**src/rtl/muldiv_issue_ctrl_pkg.sv**
```systemverilog
// Shared definitions for the multiply/divide issue controller: EX-stage op
// encodings, the controller state enum, and small op-decode helpers.
package muldiv_issue_ctrl_pkg;

    localparam int CNT_W = 6;

    typedef enum logic [2:0] {
        OP_NOP   = 3'd0,
        OP_MULT  = 3'd1,
        OP_MULTU = 3'd2,
        OP_DIV   = 3'd3,
        OP_DIVU  = 3'd4,
        OP_MUL   = 3'd5,
        OP_MTHI  = 3'd6,
        OP_MTLO  = 3'd7
    } op_e;

    typedef enum logic [1:0] {
        IDLE    = 2'd0,
        MUL_RUN = 2'd1,
        DIV_RUN = 2'd2
    } state_e;

    function automatic logic is_mul_op(input logic [2:0] op);
        return (op == OP_MULT) || (op == OP_MULTU) || (op == OP_MUL);
    endfunction

    function automatic logic is_div_op(input logic [2:0] op);
        return (op == OP_DIV) || (op == OP_DIVU);
    endfunction

    function automatic logic is_signed_op(input logic [2:0] op);
        return (op == OP_MULT) || (op == OP_DIV) || (op == OP_MUL);
    endfunction

endpackage

```
**src/rtl/muldiv_issue_ctrl.sv**
```systemverilog
// Issue/sequencing controller for the HI/LO multiply and divide cores: accepts
// EX-stage ops, pulses core starts, times the result and stalls HI/LO readers.
module muldiv_issue_ctrl
    import muldiv_issue_ctrl_pkg::*;
#(
    parameter int MUL_LAT = 5,
    parameter int DIV_LAT = 33
) (
    input  logic       Clk,
    input  logic       Clr,
    input  logic       req_valid,
    input  logic [2:0] req_op,
    input  logic       rd_req,
    input  logic       flush,
    output logic       req_ready,
    output logic       stall,
    output logic       mul_start,
    output logic       div_start,
    output logic       core_sign,
    output logic [1:0] hilo_we,
    output logic       res_sel,
    output logic       busy,
    output logic       wb_valid
);

    localparam logic [CNT_W-1:0] MUL_CNT = CNT_W'(MUL_LAT - 1);
    localparam logic [CNT_W-1:0] DIV_CNT = CNT_W'(DIV_LAT - 1);

    state_e           state, state_nxt;
    logic [CNT_W-1:0] cnt, cnt_nxt;
    logic             res_sel_nxt;
    logic             pend, pend_nxt;
    logic             done;
    logic             accept;

    always_ff @(posedge Clk) begin
        if (Clr) begin
            state   <= IDLE;
            cnt     <= '0;
            res_sel <= 1'b0;
            pend    <= 1'b0;
        end else begin
            state   <= state_nxt;
            cnt     <= cnt_nxt;
            res_sel <= res_sel_nxt;
            pend    <= pend_nxt;
        end
    end

    always_comb begin
        done      = (state != IDLE) && (cnt == '0);
        req_ready = (state == IDLE) || done;
        // Clr masks every pulse so a reset cycle can never launch work.
        accept    = !Clr && req_valid && req_ready && !flush && (req_op != OP_NOP);
        mul_start = accept && is_mul_op(req_op);
        div_start = accept && is_div_op(req_op);
        core_sign = is_signed_op(req_op);
        hilo_we   = 2'b00;
        if (accept && (req_op == OP_MTHI)) hilo_we = 2'b10;
        if (accept && (req_op == OP_MTLO)) hilo_we = 2'b01;
        busy      = !Clr && (state != IDLE) && !done;
        stall     = busy && (req_valid || rd_req);
        wb_valid  = !Clr && done && pend;

        state_nxt   = state;
        cnt_nxt     = cnt;
        res_sel_nxt = res_sel;
        pend_nxt    = pend;

        if (state != IDLE) begin
            if (done) state_nxt = IDLE;
            else      cnt_nxt   = cnt - 1'b1;
        end

        // A flushed MUL still finishes in the core, but must not write the GPR.
        if (done || flush) pend_nxt = 1'b0;

        if (mul_start) begin
            state_nxt   = MUL_RUN;
            cnt_nxt     = MUL_CNT;
            res_sel_nxt = 1'b1;
            pend_nxt    = (req_op == OP_MUL);
        end else if (div_start) begin
            state_nxt   = DIV_RUN;
            cnt_nxt     = DIV_CNT;
            res_sel_nxt = 1'b0;
            pend_nxt    = 1'b0;
        end
    end

endmodule

```
**config.mk**
```make
export PLATFORM = sky130hd
export DESIGN_NAME = muldiv_issue_ctrl
export DESIGN_NICKNAME = d
export VERILOG_FILES = /design/src/rtl/muldiv_issue_ctrl_pkg.sv /design/src/rtl/muldiv_issue_ctrl.sv
export SDC_FILE = /design/constraint.sdc
export NUM_CORES = 1
export LEC_CHECK = 0
export BUFFER_PORTS_ARGS = -buffer_cell sky130_fd_sc_hd__buf_2
export CAP_MARGIN = 20
export CORE_UTILIZATION = 50
export DETAILED_ROUTE_END_ITERATION = 10
export MAX_ROUTING_LAYER = met4
export PLACE_DENSITY = 0.87
export SETUP_SLACK_MARGIN = 0.15
export SLEW_MARGIN = 20
export SYNTH_ARGS = -nofsm -noshare
export SYNTH_HDL_FRONTEND = slang
export SYNTH_SLANG_ARGS = --single-unit
```
**constraint.sdc**
```tcl
create_clock -name Clk -period 2.25 [get_ports Clk]
set_input_delay 0.45 -clock Clk [delete_from_list [all_inputs] [get_ports Clk]]
set_output_delay 0.45 -clock Clk [all_outputs]
set_load 0.01 [all_outputs]
```
# Word-level counts from Yosys, hierarchy flattened
# Cells that the tools add are included.
[classes] n_bitwise=1 add_sub_neg=1 n_eq_ne=9 mux=15 reduce_logical=42
[ops] cell="two-way mux 6 bit" count=3
[ops] cell="logical AND 1 bit" count=14
[ops] cell="equality test 3 bit, second input constant" count=4
[ops] cell="nonzero test 3 bit" count=4
[ops] cell="two-way mux 2 bit" count=5
[ops] cell="AND reduction 2 bit" count=5
[ops] cell="logical OR 1 bit" count=8
[ops] cell="nonzero test 2 bit" count=4
[ops] cell="equality test 3 x 2 -> 1 bit, second input constant" count=2
[ops] cell="zero test 6 bit" count=1
[ops] cell="two-way mux 1 bit" count=6
[ops] cell="subtractor 6 x 1 -> 6 bit, second input constant" count=1
[ops] cell="equality test 3 x 1 -> 1 bit, second input constant" count=1
[ops] cell="zero test 1 bit" count=3
[ops] cell="two-way mux 3 bit" count=1
[ops] cell="inequality test 3 bit, second input constant" count=1
[ops] cell="OR reduction 3 bit" count=1
[ops] cell="zero test 2 bit" count=1
[ops] cell="inequality test 2 bit, second input constant" count=1
[ops] cell="OR reduction 2 bit" count=1
[ops] cell="NOT 1 bit" count=1
[totals] ff_bits=10 word_cells=75 input_bits=8

# Longest topological paths before layout
[depth] ltp_word=9 mapped_depth=7

# Worst setup path before layout
# Ideal clock, no wire load.
[synth_path] path_type="reg2out" from="register cnt[0]" to="output stall" arrival_time_ns=1.410 path_stages_with_launch=7 path_buffers=0 slack_ns=0.390 path_cell_list="dfxtp_1 > inv_1 > ha_1 > a31oi_4 > inv_4 > nor2_2 > o21a_1"
[synth_via] elab_chain_len=5
[synth_rtl] item="start: declaration" line_no="muldiv_issue_ctrl.sv:30" source="logic [CNT_W-1:0] cnt, cnt_nxt;"
[synth_rtl] item="start signal: assignment" line_no="muldiv_issue_ctrl.sv:44" source="cnt <= cnt_nxt;"
[synth_rtl] item="zero test 6 bit" line_no="muldiv_issue_ctrl.sv:51" source="done = (state != IDLE) && (cnt == '0);"
[synth_rtl] item="logical AND 1 bit" line_no="muldiv_issue_ctrl.sv:51"
[synth_rtl] item="zero test 1 bit" line_no="muldiv_issue_ctrl.sv:61" source="busy = !Clr && (state != IDLE) && !done;"
[synth_rtl] item="logical AND 1 bit" line_no="muldiv_issue_ctrl.sv:61"
[synth_rtl] item="named net busy" line_no="muldiv_issue_ctrl.sv:22" source="output logic busy,"
[synth_rtl] item="logical AND 1 bit" line_no="muldiv_issue_ctrl.sv:62" source="stall = busy && (req_valid || rd_req);"
[synth_rtl] item="end: declaration" line_no="muldiv_issue_ctrl.sv:16" source="output logic stall,"
# The timed path passes the listed nets, and every way through them passes these cells.

# Final worst setup path
[layout_path] from="register cnt[3]" to="output hilo_we[1]"
[layout_via] elab_chain_len=9 elab_cells_between_ends=10 classes_between="mux: 2; reduce/logical: 8"
[layout_rtl] item="zero test 6 bit (*)" line_no="muldiv_issue_ctrl.sv:51"
[layout_rtl] item="logical AND 1 bit (*)" line_no="muldiv_issue_ctrl.sv:51"
[layout_rtl] item="logical OR 1 bit (*)" line_no="muldiv_issue_ctrl.sv:52" source="req_ready = (state == IDLE) || done;"
[layout_rtl] item="logical AND 1 bit (*) (3 in series)" line_no="muldiv_issue_ctrl.sv:54" source="accept = !Clr && req_valid && req_ready && !flush && (req_op != OP_NOP);"
[layout_rtl] item="logical AND 1 bit" line_no="muldiv_issue_ctrl.sv:59" source="if (accept && (req_op == OP_MTHI)) hilo_we = 2'b10;"
[layout_rtl] item="two-way mux 2 bit" line_no="muldiv_issue_ctrl.sv:59"
[layout_rtl] item="two-way mux 2 bit (*)" line_no="muldiv_issue_ctrl.sv:60" source="if (accept && (req_op == OP_MTLO)) hilo_we = 2'b01;"
[layout_rtl] item="end: declaration" line_no="muldiv_issue_ctrl.sv:20" source="output logic [1:0] hilo_we,"
# Every way passes the cells marked *; elsewhere a longest branch is shown, timed or not.

==> flow_summary.json <==
{
  "layout_worst_path_cycle_share_pct": 90.6,
  "syn_nets": 85,
  "cts_tree": "done",
  "wire_per_inst_um": 12.2,
  "cp-start-kind": "register",
  "vias_per_cell": 5.61,
  "worst_slew_margin_rel_pct": 78.6,
  "crit_type": "register to primary output",
  "vias": 617,
  "yosys.area.top_type": "dfxtp_1",
  "drt-total-wl_um": 1350,
  "critical_path.max_fanout": 5,
  "arrival_ns": 1.59,
  "grt_max_degree": 11,
  "hpwl_um": 1060,
  "layout-drive-gt1-share_pct": 43.8,
  "cp_slowest_cell": "dfxtp_2",
  "min-delay-start": "flush",
  "outcome": "finished, final reports clean",
  "crit_path_start": "cnt[3]$_SDFFE_PP0P_",
  "synth_warnings": 0,
  "cp_cell_sequence": "nor3_4 -> a31oi_4 -> inv_4 -> nand3_2 -> nor3b_2 -> buf_2",
  "fin_cells": 110,
  "vdd_drop_max_v": 0.000327,
  "cp.buffers_inverters": 2,
  "timing.setup.tns_ns": 0,
  "grt_pass1_wl_um": 2370,
  "p_total_w": 0.000398,
  "area.growth.synth_to_final_pct": 21.7,
  "worstReg2RegStart": "cnt[1]$_SDFFE_PP0P_",
  "avgSynthCellArea_um2": 8.89,
  "overflow": 0,
  "synth_area_um2": 676,
  "end_kind": "primary output",
  "numCtsBuffers": 3,
  "nets": 106,
  "synth_seq_cells": 10,
  "rows": 12,
  "grt_pass1_vias": 580,
  "drtAntennaViolNets": 0,
  "antenna_cells": 0,
  "grtUsageTotal_pct": 24.0,
  "fin_crit_ns": 2.04,
  "hold_buffers": 0,
  "max_freq_ghz": 0.490,
  "io-pin-count": 18,
  "synth_cells": 76,
  "die_h_um": 38.8,
  "synth_ff_type": "dfxtp_1",
  "async_flop_share_pct": 0,
  "die_w_um": 38.8,
  "cts.sinks": 10,
  "post-route-drc-count": 0,
  "final_max_slew_viol_count": 0,
  "synth_top_area_share_pct": 29.6,
  "tightest_slew_ns": 0.319,
  "drv_cap": 0,
  "worst_skew_pair.late_latency_ns": 0.27,
  "ys_seq_area_share_pct": 29.6,
  "drt_iter0_markers": 9,
  "die-area_um2": 1500,
  "coreArea_um2": 1190,
  "initial_core_util_pct": 57.0,
  "ctsLongestPathBuffers": 2,
  "fill_cells": 90,
  "portBuffers": 17,
  "hold_ws_ns": 0.427,
  "leakage_nw": 0.337,
  "synth_area_leaders": "dfxtp_1 30%, nor2_1 5.0%, a211oi_2 3.7%, a31oi_4 3.1%, nand2b_1 2.8%",
  "dr.pass1.iters": 4,
  "grt_setup_unrepaired": "true",
  "skew_ns": 0.00494,
  "max_stage_delay_ns": 0.35,
  "synth-edff-count": 0,
  "antenna_found_initial": 0,
  "dp_cells": 106,
  "clkTransAtPathRegs_ns": 0.07,
  "setup_viol": 0,
  "cts_setup_buffers": 0,
  "yosysUniqueCellTypes": 41,
  "cts-root-buf": "clkbuf_4",
  "required_ns": 1.80,
  "power.density_nw_per_um2": 484,
  "gp_congestion": 0.810,
  "finalHoldViolCount": 0,
  "hold_path_class": "primary input to register",
  "htreeDepth": 1,
  "crit_family": "simple AND/OR/NAND/NOR gates"
}
-- Yosys cell counts (2+ instances only) --
cell,number
nor3_1,3
inv_1,4
a211oi_2,2
nor2_1,9
o211ai_1,2
or3_1,2
nand3_1,2
nand2b_1,3
dfxtp_1,10
o21ai_0,2
nand2_1,4
xnor2_1,2
a21oi_1,3
-- kinds of logic after synthesis --
| kind of cell | after synthesis | synth area share, % |
|---|---|---|
| AO/OA/AOI/OAI | 16 | 20.2 |
| XOR/XNOR | 3 | 3.89 |
| adder cells (fa/ha/maj) | 1 | 1.85 |
| buffers and inverters | 8 | 6.11 |
| flip-flops | 10 | 29.6 |
| multiplexers | 2 | 3.15 |
| AND/OR/NAND/NOR | 36 | 35.2 |
-- cell type report --
type	count	area (um2)	share of cell area, %
tap	14	17.5	2.13
multi-input combinational	58	447	54.3
clock buffer	4	36.3	4.41
sequential	10	204	24.8
inverter	6	25.0	3.04
timing repair buffer	18	92.6	11.3
-- worst reg2reg max path, delay by kind of cell (launching register included) --
| kind | cells | cell delay, ns |
|---|---|---|
| adders and majority gates | 1 | 0.18 |
| buffers and inverters | 2 | 0.28 |
| AOI/OAI and AO/OA | 3 | 0.51 |
| DFF | 1 | 0.37 |
-- sequential cells by signal, summed over array words and instances (netlist names) --
register  flops
res_sel       1
state         2
cnt           6
pend          1
-- cells in the final DEF (no fill, tap or decap), types with 2 or more instances in the layout --
master	n
nor3_1	3
clkbuf_4	3
buf_2	17
a21oi_1	3
inv_1	4
nand2b_1	3
a211oi_2	2
o21ai_0	2
nand2_1	4
o211ai_1	2
dfxtp_1	7
xnor2_1	2
nor2_1	9
nand3_1	2
or3_1	2
dfxtp_2	3
-- layer usage --
| layer | up-vias | global-route usage, % | part of all wire (%) | routed length (um) |
|---|---|---|---|---|
| li1 | 309 | - | - | - |
| met1 | 287 | 24.4 | 43 | 574 |
| met2 | 19 | 42.1 | 52 | 699 |
| met3 | 2 | 6.94 | 4.1 | 55 |
| met4 | 0 | 11.2 | 1.3 | 17 |
| met5 | - | - | 0 | 0 |
-- per-stage QoR --
stage | util, % | cell area, um2 | worst slack (ns)
final | 69.3 | 822 | 0.211
after global routing | 69.3 | 822 | 0.127
after detailed placement | 64.9 | 769 | 0.328
after floorplan | - | 676 | 0.390
after global placement | 64.9 | 769 | 0.376
after CTS | 68.1 | 808 | 0.151
-- worst paths after layout --
| check | end | slack [ns] | depth (start not counted) |
|---|---|---|---|
| worst max-delay path | hilo_we[1] | 0.21 | 6 |
| worst min-delay path | pend$_SDFFE_PP0P_ | 0.43 | 2 |
| worst max register to register | cnt[1]$_SDFFE_PP0P_ | 0.82 | 6 |
| worst min register to register | state[1]$_SDFFE_PP0P_ | 0.50 | 2 |
-- where the power goes --
| part | leakage [nW] | internal (W) | switching (W) | total (W) |
|---|---|---|---|---|
| clock | 0.0210 | 0.0000982 | 0.0000666 | 0.000165 |
| combinational | 0.233 | 0.0000222 | 0.0000289 | 0.0000511 |
| sequential | 0.0823 | 0.000180 | 0.00000266 | 0.000182 |
| total | 0.337 | 0.000300 | 0.0000981 | 0.000398 |
-- timing repair --
action                     4_1_cts  5_1_grt
pin swaps                        0        1
setup endpoints to repair        2        3
gates resized for setup          1        4
hold endpoints to repair         0        0
Power figures use the tool's default switching activity.
